===== config.mk =====
export PLATFORM = sky130hd
export DESIGN_NAME = rf_level_ctrl
export DESIGN_NICKNAME = d
export VERILOG_FILES = /design/src/rtl/rf_stack_pkg.sv /design/src/rtl/level_lifo.sv /design/src/rtl/rf_level_ctrl.sv
export SDC_FILE = /design/constraint.sdc
export NUM_CORES = 1
export LEC_CHECK = 0
export CAP_MARGIN = 10
export CORE_ASPECT_RATIO = 0.7
export CORE_MARGIN = 5
export CORE_UTILIZATION = 55
export CTS_BUF_LIST = sky130_fd_sc_hd__clkbuf_8 sky130_fd_sc_hd__clkbuf_16
export CTS_CLUSTER_DIAMETER = 50
export DETAILED_ROUTE_END_ITERATION = 8
export PLACE_DENSITY = 0.78
export SETUP_SLACK_MARGIN = 0.2
export SLEW_MARGIN = 20
export SYNTH_ARGS = -nofsm -noshare
export SYNTH_HDL_FRONTEND = slang
export SYNTH_SLANG_ARGS = --single-unit

===== constraint.sdc =====
create_clock -name clk -period 4 [get_ports clk]
set_input_delay 0.8 -clock clk [delete_from_list [all_inputs] [get_ports clk]]
set_output_delay 0.8 -clock clk [all_outputs]
set_load 0.01 [all_outputs]

===== src/rtl/rf_stack_pkg.sv =====
// Shared types for the banked register-file level stack.
//   NumLevelsDefault : default number of register banks / priority levels
//   level_t          : bank index
//   depth_t          : count of stacked (preempted) levels
//   state_t          : controller FSM states
package rf_stack_pkg;

  localparam int NumLevelsDefault   = 8;
  localparam int IndexLevelsDefault = $clog2(NumLevelsDefault);

  typedef logic [IndexLevelsDefault-1:0] level_t;
  typedef logic [IndexLevelsDefault-1:0] depth_t;

  typedef enum logic {
    IDLE   = 1'b0,
    SWITCH = 1'b1
  } state_t;

endpackage


===== src/rtl/level_lifo.sv =====
// LIFO of preempted levels.
//   clk       : system clock, rising edge
//   reset     : asynchronous active-low reset of the stack pointer
//   push      : store pushLevel on top (ignored while full)
//   pop       : discard the top entry (ignored while empty)
//   pushLevel : level to store
//   top       : most recently pushed level (undefined while empty)
//   depth     : number of stored entries, 0 .. NumLevels-1
//   empty     : depth == 0
//   full      : depth == NumLevels-1
module level_lifo
  import rf_stack_pkg::*;
#(
  parameter  int NumLevels   = NumLevelsDefault,
  localparam int IndexLevels = $clog2(NumLevels)
) (
  input  logic                   clk,
  input  logic                   reset,
  input  logic                   push,
  input  logic                   pop,
  input  logic [IndexLevels-1:0] pushLevel,
  output logic [IndexLevels-1:0] top,
  output logic [IndexLevels-1:0] depth,
  output logic                   empty,
  output logic                   full
);

  localparam logic [IndexLevels-1:0] One     = IndexLevels'(1);
  localparam logic [IndexLevels-1:0] MaxDepth = IndexLevels'(NumLevels - 1);

  // Storage carries no reset: only entries below depth are ever read.
  logic [IndexLevels-1:0] mem [NumLevels];
  logic [IndexLevels-1:0] depthQ;

  assign empty = (depthQ == '0);
  assign full  = (depthQ == MaxDepth);
  assign depth = depthQ;
  assign top   = mem[depthQ - One];

  always_ff @(posedge clk) begin
    if (push && !full) begin
      mem[depthQ] <= pushLevel;
    end
  end

  // Pointer saturates at both ends so depth never wraps.
  always_ff @(posedge clk or negedge reset) begin
    if (!reset) begin
      depthQ <= '0;
    end else if (push && !full) begin
      depthQ <= depthQ + One;
    end else if (pop && !empty) begin
      depthQ <= depthQ - One;
    end
  end

endmodule


===== src/rtl/rf_level_ctrl.sv =====
// Level-stack controller driving the banked register file's level input.
// Tracks interrupt nesting, keeps preempted levels on a LIFO and selects
// the active bank on entry, exit and tail-chain. Every bank switch spends
// one SWITCH cycle with stall high so the core holds writes.
//   clk        : system clock, rising edge
//   reset      : asynchronous active-low reset
//   entryReq   : interrupt entry request, held until entryAck
//   entryLevel : requested level, stable while entryReq
//   entryAck   : one-cycle pulse, entry or tail-chain accepted
//   exitReq    : one-cycle pulse, return from handler
//   exitAck    : one-cycle pulse, exit (or tail-chain) performed
//   level      : active bank
//   depth      : number of stacked levels
//   empty/full : combinational decode of depth
//   stall      : bank switch in progress
//   error      : one-cycle pulse on exit while empty or push while full
module rf_level_ctrl
  import rf_stack_pkg::*;
#(
  parameter  int NumLevels   = NumLevelsDefault,
  localparam int IndexLevels = $clog2(NumLevels),
  localparam int DepthWidth  = $clog2(NumLevels)
) (
  input  logic                   clk,
  input  logic                   reset,
  input  logic                   entryReq,
  input  logic [IndexLevels-1:0] entryLevel,
  output logic                   entryAck,
  input  logic                   exitReq,
  output logic                   exitAck,
  output logic [IndexLevels-1:0] level,
  output logic [DepthWidth-1:0]  depth,
  output logic                   empty,
  output logic                   full,
  output logic                   stall,
  output logic                   error
);

  state_t                 state, stateNext;
  logic [IndexLevels-1:0] levelQ, levelNext;
  logic                   entryAckNext, exitAckNext, stallNext, errorNext;
  logic                   push, pop;
  logic [IndexLevels-1:0] top;
  logic                   entryQualifies, tailChain;

  level_lifo #(.NumLevels(NumLevels)) uLifo (
    .clk       (clk),
    .reset     (reset),
    .push      (push),
    .pop       (pop),
    .pushLevel (levelQ),
    .top       (top),
    .depth     (depth),
    .empty     (empty),
    .full      (full)
  );

  // Unsigned compares; a tail-chain needs a stacked level to return to,
  // so an exit while empty is an error and the entry is handled normally.
  assign entryQualifies = entryReq && (entryLevel > levelQ);
  assign tailChain      = exitReq && entryReq && !empty && (entryLevel > top);

  always_comb begin
    stateNext    = state;
    levelNext    = levelQ;
    push         = 1'b0;
    pop          = 1'b0;
    entryAckNext = 1'b0;
    exitAckNext  = 1'b0;
    stallNext    = 1'b0;
    errorNext    = 1'b0;
    unique case (state)
      IDLE: begin
        if (tailChain) begin
          levelNext    = entryLevel;
          entryAckNext = 1'b1;
          exitAckNext  = 1'b1;
          stallNext    = 1'b1;
          stateNext    = SWITCH;
        end else if (exitReq && !empty) begin
          // A pending entry that cannot tail-chain waits; exit wins.
          pop         = 1'b1;
          levelNext   = top;
          exitAckNext = 1'b1;
          stallNext   = 1'b1;
          stateNext   = SWITCH;
        end else begin
          if (exitReq) begin
            errorNext = 1'b1;
          end
          if (entryQualifies) begin
            if (full) begin
              errorNext = 1'b1;
            end else begin
              push         = 1'b1;
              levelNext    = entryLevel;
              entryAckNext = 1'b1;
              stallNext    = 1'b1;
              stateNext    = SWITCH;
            end
          end
        end
      end
      SWITCH: begin
        // Requests are ignored here; the next edge always returns to IDLE.
        stateNext = IDLE;
      end
      default: stateNext = IDLE;
    endcase
  end

  always_ff @(posedge clk or negedge reset) begin
    if (!reset) begin
      state    <= IDLE;
      levelQ   <= '0;
      entryAck <= 1'b0;
      exitAck  <= 1'b0;
      stall    <= 1'b0;
      error    <= 1'b0;
    end else begin
      state    <= stateNext;
      levelQ   <= levelNext;
      entryAck <= entryAckNext;
      exitAck  <= exitAckNext;
      stall    <= stallNext;
      error    <= errorNext;
    end
  end

  assign level = levelQ;

endmodule


-- Word-level counts from Yosys, hierarchy flattened
Memories as Yosys holds them, arrays and structs flattened.
Index checks and enable logic that the tools add are counted.
- input port bits: 7
- register bits: 11
- output and inout bits: 12
- word-level logic and storage cells: 58
- memory bits (writable): 24
- memories: 1
- memory list (name ; depth ; width ; rd ports ; clocked after memory_dff ; write ports ; RTL line ; text):
    uLifo.mem ; 8 ; 3 ; 1 ; 0 ; 1 ; level_lifo.sv:32 ; logic [IndexLevels-1:0] mem [NumLevels];
- reductions and logical operators: 13
- multiplexer cells: 30
- add/sub/neg operators: 2
- bitwise logic cells: 1
- equality and inequality tests: 2
- $lt $le $gt $ge: 2
- operators with widths (cell ; number):
    $mux W1 ; 23
    $mux W3 ; 6
    $logic_and A1 B1 Y1 ; 7
    $gt A3 B3 Y1 ; 2
    $add A3 B1 Y3 const B ; 1
    $eq A3 B3 Y1 const B ; 1
    $logic_not A3 Y1 ; 1
    $ne A3 B3 Y1 const B ; 1
    $reduce_and A3 Y1 ; 1
    $reduce_bool A3 Y1 ; 1
    $sub A3 B1 Y3 const B ; 1
    $logic_not A1 Y1 ; 2
    $pmux W1 S2 ; 1
    $reduce_bool A2 Y1 ; 1
    $not A1 Y1 ; 1

-- Logic depth before layout (Yosys ltp)
Gate-level depths: netlist of run 1.
- word-level depth: 9
- mapped depth: 15
- mapped depth without buffers: 13

-- By module
A second synthesis of run 1 with hierarchy kept.
- cells, all modules: 123
- area, all modules: 1725.4 um2
- by module, submodules not included (module ; instances ; area an instance (um2) ; sequential area each (um2) ; cells an instance):
    level_lifo ; 1 ; 1219.9 ; 795.8 ; 72
    rf_level_ctrl ; 1 ; 505.5 ; 175.2 ; 51

-- Least setup slack after synthesis of run 1
OpenSTA, ideal clock, no wires.
- path kind: register to register
- start point: register uLifo.depthQ[0], in the netlist uLifo.depth[0]
- end point: register uLifo.depthQ[2], in the netlist uLifo.depth[2]
- stages on the path, launching flop included: 14
- path slack: 0.612 ns
- arrival time: 3.270 ns
- period minus slack after synthesis: 3.388 ns
- cell sequence: dfrtp_1 clkbuf_1 inv_2 ha_1 buf_2 inv_2 mux4_2 mux2i_1 ha_1 and3_1 a211o_1 nand2_2 mux2i_1 a21o_1
- longest elaborated chain between the ends: 8
- ends and longest elaborated chain (item ; RTL line ; text):
    from (decl) ; level_lifo.sv:33 ; logic [IndexLevels-1:0] depthQ;
    from (signal assigned) ; level_lifo.sv:51 ; depthQ <= depthQ + One;
    from (signal assigned) ; level_lifo.sv:53 ; depthQ <= depthQ - One;
    $sub A3 B1 Y3 (tied with other cells) ; level_lifo.sv:38, level_lifo.sv:53 ;
    $mem_v2 Z8 W3 (tied with other cells) ; - ;
    $gt A3 B3 Y1 (tied with other cells) ; rf_level_ctrl.sv:61 ; assign tailChain = exitReq && entryReq && !empty && (entryLevel > top);
    $logic_and A1 B1 Y1 or $mux W1 (tied branches) ; rf_level_ctrl.sv:61, rf_level_ctrl.sv:80 ;
    $mux W1 ; rf_level_ctrl.sv:74 ; if (tailChain) begin
    $mux W1 ; rf_level_ctrl.sv:72 ; unique case (state)
    $logic_and A1 B1 Y1 (on tied branches) ; level_lifo.sv:50, level_lifo.sv:52 ;
    $mux W3 or $reduce_bool A2 Y1 (tied branches) ; - ;
Several ways; a longest one is shown, not always the timed one. The select of a mux whose other input is x is not followed.
A chain may end at the register's enable or synchronous reset.

-- Final worst setup path of run 1
Same ends and word-level chain as after synthesis.

==> results of run 1 <==
-- through the flow --
step	worst slack (ns)	std cells	hold slack, ns	power [mW]	utilization
5_1_grt	0.260	187	0.661	1.83	0.660
3_5_place_dp	0.380	179	0.589	1.40	0.623
3_3_place_gp	0.431	179	0.577	1.37	0.623
6_report	0.506	187	0.602	1.70	0.660
4_1_cts	0.373	187	0.600	1.71	0.660
2_1_floorplan	0.612	126	0.504	1.14	-
-- cell families after synthesis --
group	after synthesis
fa+ha+maj	10
flops	34
xor+xnor	2
mux	10
buf+inv	14
compound gates	16
simple gates	40
-- flip-flops by register name (all words and copies together), names as in the netlist --
name and flops:
entryAck 1, error 1, exitAck 1, level 3, stall 1, uLifo.depth 3, uLifo.mem 24
-- worst max-delay path, stage by stage (launching register included) --
cell	delay [ns]
dfrtp_2	0.50
inv_2	0.15
ha_1	0.43
inv_2	0.22
mux4_2	0.54
mux2i_1	0.23
ha_1	0.30
and3_1	0.19
a211o_1	0.32
nand2_2	0.21
mux2i_1	0.11
a21o_1	0.19
-- power groups by stage --
stage | logic [mW] | clock network, mW | registers (mW)
3_5_place_dp | 0.804 | 0 | 0.593
6_report | 0.806 | 0.308 | 0.586
3_3_place_gp | 0.780 | 0 | 0.588
2_1_floorplan | 0.582 | 0 | 0.559
4_1_cts | 0.813 | 0.314 | 0.586
5_1_grt | 0.894 | 0.329 | 0.603
-- timing repair --
item | CTS | global route
hold buffers | 0 | 0
setup endpoints to repair | 0 | 2
buffers inserted | 0 | 0
gates resized for setup | 0 | 1
-- layout by cell type (no fill, tap or decap), drive strengths merged, types with 2 or more instances in the layout --
master	count
nor3	5
o221ai	3
dfrtp	10
clkinvlp	2
nand3	2
and3	2
a21oi	4
mux2i	6
a31oi	2
nor2	4
nand2b	2
clkdlybuf4s50	18
ha	10
nand3b	2
mux4	4
clkbuf	5
nor4	2
inv	9
edfxtp	24
nand2	15
a211oi	2
nor2b	3
-- synth_stat cells (all sizes together) --
library cell | number | share of area
edfxtp | 24 | 0.42
nand2 | 15 | 0.039
dfrtp | 10 | 0.15
ha | 10 | 0.073
inv | 9 | 0.020
mux2i | 6 | 0.035
nor3 | 5 | 0.023
a21oi | 4 | 0.012
mux4 | 4 | 0.052
nor2 | 4 | 0.0087
buf | 3 | 0.016
nor2b | 3 | 0.015
o221ai | 3 | 0.015
a211oi | 2 | 0.012
a31oi | 2 | 0.0073
and3 | 2 | 0.010
nand2b | 2 | 0.0073
nand3 | 2 | 0.0058
nand3b | 2 | 0.0087
nor4 | 2 | 0.011
a2111oi | 1 | 0.0051
a211o | 1 | 0.0051
a21o | 1 | 0.0044
clkbuf | 1 | 0.0022
clkinv | 1 | 0.0022
nor3b | 1 | 0.0073
nor4b | 1 | 0.0087
o21ai | 1 | 0.0029
o2bb2ai | 1 | 0.0051
or4b | 1 | 0.0058
xnor2 | 1 | 0.0051
xor2 | 1 | 0.0095
-- layout make-up --
| type | instances | area [µm²] | area share |
|---|---|---|---|
| Timing Repair Buffer | 19 | 188 | 0.0922 |
| Tap cell | 38 | 47.5 | 0.0234 |
| Multi-Input combinational cell | 78 | 677 | 0.333 |
| Clock inverter | 3 | 45.0 | 0.0221 |
| Sequential cell | 34 | 972 | 0.478 |
| Inverter | 10 | 37.5 | 0.0184 |
| Clock buffer | 5 | 68.8 | 0.0338 |
-- per-layer routing --
| layer | up-vias | global-route usage | wire [µm] |
|---|---|---|---|
| met1 | 547 | 0.257 | 1670 |
| li1 | 511 | - | - |
| met4 | 0 | 0.0299 | 7 |
| met5 | - | 0 | 0 |
| met3 | 2 | 0.0545 | 172 |
| met2 | 26 | 0.235 | 1500 |
-- worst max path at each step --
stage                   startpoint        endpoint  slack, ns  depth (start not counted)
finish              uLifo.depth[0]  uLifo.depth[2]       0.51                         11
global route        uLifo.depth[0]  uLifo.depth[2]       0.26                         11
CTS                 uLifo.depth[0]  uLifo.depth[2]       0.37                         11
detailed placement  uLifo.depth[0]  uLifo.depth[2]       0.38                         11
global placement    uLifo.depth[0]  uLifo.depth[2]       0.43                         11
floorplan           uLifo.depth[0]  uLifo.depth[2]       0.61                         13
==> impl_metrics.csv, run 1 <==
group,metric,value,unit
status,status,"finished clean",
setup_path,worstPathRequired,4.18,ns
logic_synthesis,synth_top_family_by_area,"simple AND/OR/NAND/NOR gates",
routing,wirelength,3.36,mm
die,dieArea,0.00436,mm²
setup_path,r2r_cells,11,
setup_path,path_class,"reg -> reg",
die,rows,17,
place,placed_area,0.00192,mm²
timing,final-hold-violation-count,0,
cts,numCtsBuffers,5,
timing,tightest_slew,0.543,ns
cts,cts_buffer_depth,2,
place,port-buffer-count,18,
logic_synthesis,synthAdderAreaFrac,0.0729,
logic_synthesis,ys_seq_area_frac,0.566,
place,dp_hpwl,2.57,mm
logic_synthesis,syn_area,0.00172,mm²
power,clockPowerShare,0.181,
routing,wl_per_cell,17.9,µm
power,power_density,835,mW/mm²
timing,rsz0062_at_grt,"false",
routing,first_iter_violations,80,
worst_hold_path,whs_endpoint,"error",
logic_synthesis,synth_xor_area_frac,0.0146,
cells_and_area,area_growth,18.6,%
die,start_util,0.557,
logic_synthesis,ys_seq_elements,34,
grt,track_usage,0.168,
timing,max_slew_margin,0.638,
timing,layout_min_cycle_time,3.49,ns
logic_synthesis,synth-compound-area-share,0.0685,
grt,grt_pass1_vias,1063,
worst_hold_path,hp-start,"stall",
power,ir_worst_vdd,498,µV
timing,fin_tns_setup,0,ns
routing,antenna_left,0,
logic_synthesis,syn_inst,126,
cells_and_area,fin_area,0.00204,mm²
worst_hold_path,hold_depth,1,
routing,num_vias,1086,
place,gp_congestion,0.893,
cts,clk_latency,0.29,ns
setup_path,crit_path_end_kind,"flop",
cts,cts_tree,"yes",
logic_synthesis,synth_warnings,0,
routing,via_per_inst,5.81,
timing,finClkSkew,0.00939,ns
worst_hold_path,hold_class,"reg -> reg",
logic_synthesis,yosysUniqueCellTypes,41,
cts,cts-root-buf,"clkbuf_8",
power,leakage,0.781,nW
power,sequentialPowerShare,0.344,
routing,drtPass1Iterations,4,
logic_synthesis,synthMuxAreaShare,0.0875,
cts,clkSlewWorstSetupHoldPaths,0.07,ns
timing,fin_crit_sh,0.873,
power,p_switching,659,µW
cells_and_area,antennaDiodeCount,0,
timing,fmax,0.286,GHz
setup_path,rrSetupSlack,0.51,ns
grt,antenna_found_initial,0,
grt,grt_max_degree,13,
setup_path,crit_fanout,10,
timing,setup-violations-final,0,
routing,drc,0,
power,internal_power,1.04,mW
die,fp.coreArea,0.00308,mm²
setup_path,cp-start-kind,"flop",
timing,maxSlewViolCount,0,
logic_synthesis,yosys.area_share.simple,0.151,
power,p_comb_frac,0.474,
die,die_y,56.7,µm
run,cap_viol_max_count,0,
cells_and_area,nets,165,
power,switching_share,0.387,
logic_synthesis,syn_avg_cell_area,13.6,µm²
die,boundaryPins,19,
setup_path,reg2reg_from,"uLifo.depth[0]",
cells_and_area,nFillCells,229,
setup_path,critPathArrivalTime,3.67,ns
logic_synthesis,syn_nets,143,
grt,grt_overflow,0,
cts,cts.htree.levels,2,
cells_and_area,drive_gt1_frac,0.188,
setup_path,timing.rr.end,"uLifo.depth[2]",
cts,clkSinkCount,34,
die,die_w,76.8,µm
grt,grt_pass1_wl,5.58,mm
(Power assumes the default switching activity.)
==> run 2: changes to the inputs <==
RECOVER_POWER = 100   (was default)
==> run 2 against run 1 <==
Largest cell class unchanged. Total power down 2.3%. Utilization decreased by 1.3 points. Final cell count unchanged.
==> impl_metrics.csv, run 2 (synthesized netlist as in run 1, its figures left out) <==
group,metric,value,unit
cts,cts_tree,"yes",
worst_hold_path,whs_endpoint,"error",
timing,maxSlewViolCount,0,
routing,first_iter_violations,79,
power,sequentialPowerShare,0.348,
timing,max_slew_margin,0.554,
die,dieArea,0.00436,mm²
die,boundaryPins,19,
setup_path,critPathArrivalTime,3.75,ns
cts,cts_buffer_depth,2,
cells_and_area,nets,165,
routing,highest_layer,"met4",
die,die_w,76.8,µm
setup_path,reg2reg_from,"uLifo.depth[0]",
routing,num_vias,1090,
power,fin_total_pwr,1.66,mW
die,die_y,56.7,µm
routing,drtPass1Iterations,4,
timing,hold_slack,0.584,ns
routing,wirelength,3.39,mm
grt,grt_overflow,0,
power,ir_worst_vdd,488,µV
setup_path,crit_chain,"inv_1, ha_1, inv_2, mux4_2, mux2i_1, ha_1, and3_1, a211o_1, nand2_2, mux2i_1, a21o_1",
cells_and_area,finish.utilization,0.647,
cells_and_area,largest_reg_flops,24,
grt,antenna_found_initial,0,
routing,dr_wl_met2,1.53,mm
place,gp_congestion,0.893,
cts,numCtsBuffers,5,
cells_and_area,area_growth,16.3,%
timing,finClkSkew,0.00993,ns
cells_and_area,antennaDiodeCount,0,
setup_path,timing.rr.end,"uLifo.depth[2]",
setup_path,rrSetupSlack,0.43,ns
routing,wl_per_cell,18.1,µm
timing,tightest_slew,0.664,ns
power,p_comb_frac,0.467,
setup_path,worstPathRequired,4.18,ns
timing,layout_min_cycle_time,3.57,ns
routing,m1WireLength,1.71,mm
cts,clkSlewWorstSetupHoldPaths,0.07,ns
setup_path,crit_path_end_kind,"flop",
cells_and_area,top_register,"uLifo.mem",
setup_path,crit_fanout,10,
setup_path,r2r_cells,11,
setup_path,path_class,"reg -> reg",
timing,fmax,0.280,GHz
timing,rsz0062_at_grt,"false",
power,leakage,0.788,nW
timing,fin_crit_sh,0.893,
routing,drc,0,
grt,track_usage,0.168,
cells_and_area,layout_common_cells,"edfxtp_1 (24), nand2_1 (13), dlygate4sd3_1 (12), ha_1 (10), dfrtp_1 (9)",
routing,wl_met3,146,µm
power,clockPowerShare,0.185,
power,power_density,833,mW/mm²
cts,clkSinkCount,34,
worst_hold_path,hp-start,"stall",
grt,grt_pass1_vias,1063,
routing,via_per_inst,5.83,
setup_path,critical_path.startpoint,"uLifo.depth[0]",
cells_and_area,drive_gt1_frac,0.128,
timing,setup-violations-final,0,
run,cap_viol_max_count,0,
routing,antenna_left,0,
die,start_util,0.557,
grt,grt_max_degree,13,
grt,grt_pass1_wl,5.58,mm
cts,cts-root-buf,"clkbuf_8",
setup_path,crit_slowest_cell,"mux4_2",
status,status,"finished clean",
cts,cts.htree.levels,2,
power,switching_share,0.388,
setup_path,cp-start-kind,"flop",
place,port-buffer-count,18,
power,p_switching,645,µW
place,dp_hpwl,2.57,mm
timing,fin_tns_setup,0,ns
die,rows,17,
setup_path,cpPeakStageDelay,0.54,ns
die,fp.coreArea,0.00308,mm²
cells_and_area,final_common_cell,"edfxtp_1",
worst_hold_path,hold_class,"reg -> reg",
power,internal_power,1.02,mW
worst_hold_path,hold_depth,1,
timing,final-hold-violation-count,0,
cts,postCtsHoldBufs,0,
cts,clk_latency,0.29,ns
-- run 2: changes by cell type in the layout (fill, tap and decap cells not counted), sizes merged --
| cell | delta |
|---|---|
| clkdlybuf4s50 | -12 |
| dlygate4sd3 | +12 |
| clkbuf | +1 |
| buf | -1 |
-- run 2: layout make-up --
cell class              count  area (µm²)
clock buffers               5        68.8
clock inverters             3        45.0
fillers                   239        1090
inverters                  10        37.5
multi-input cells          78         641
flip-flops and latches     34         972
well taps                  38        47.5
repair buffers             19         184
-- run 2: worst max-delay path, delay by kind of cell (launching register included) --
family / cells / cell delay, ns
buffers and inverters: 2 / 0.50
DFF: 1 / 0.48
muxes: 3 / 0.88
and+or+nand+nor: 2 / 0.40
AOI/OAI and AO/OA: 2 / 0.51
adders and majority gates: 2 / 0.69
-- run 2: worst max-delay path by stage --
| stage | end | slack [ns] | cells after the start |
|---|---|---|---|
| 2_1_floorplan | uLifo.depth[2] | 0.61 | 13 |
| 3_3_place_gp | uLifo.depth[2] | 0.43 | 11 |
| 3_5_place_dp | uLifo.depth[2] | 0.38 | 11 |
| 4_1_cts | uLifo.depth[2] | 0.37 | 11 |
| 5_1_grt | uLifo.depth[2] | 0.18 | 11 |
| 6_report | uLifo.depth[2] | 0.43 | 11 |
-- run 2: repair_timing --
item | in CTS | in global routing
buffers inserted | 0 | 0
setup endpoints to repair | 0 | 2
resized for setup | 0 | 1
-- run 2: per-layer routing --
| metal | vias to the layer above | global-route usage |
|---|---|---|
| li1 | 513 | - |
| met1 | 550 | 0.257 |
| met2 | 25 | 0.235 |
| met3 | 2 | 0.0545 |
| met4 | 0 | 0.0299 |
| met5 | - | 0 |
-- run 2: power groups by stage --
stage	logic, mW	clock network, mW	registers, mW
after floorplan	0.582	0	0.559
after global placement	0.780	0	0.588
after detailed placement	0.804	0	0.593
after CTS	0.813	0.314	0.586
after global routing	0.863	0.329	0.594
final	0.776	0.308	0.578
-- run 2: per-stage QoR --
| step | cells | cell area (µm²) | worst slack (ns) |
|---|---|---|---|
| after floorplan | 126 | 1720 | 0.612 |
| after global placement | 179 | 1920 | 0.431 |
| after detailed placement | 179 | 1920 | 0.380 |
| after CTS | 187 | 2030 | 0.373 |
| after global routing | 187 | 2000 | 0.181 |
| final | 187 | 2000 | 0.428 |
==> run 3: changes to the inputs <==
CTS_CLUSTER_DIAMETER = 30   (was 50)
==> results of run 3 <==
Final layout, timing and power as in run 2 (identical DEF).
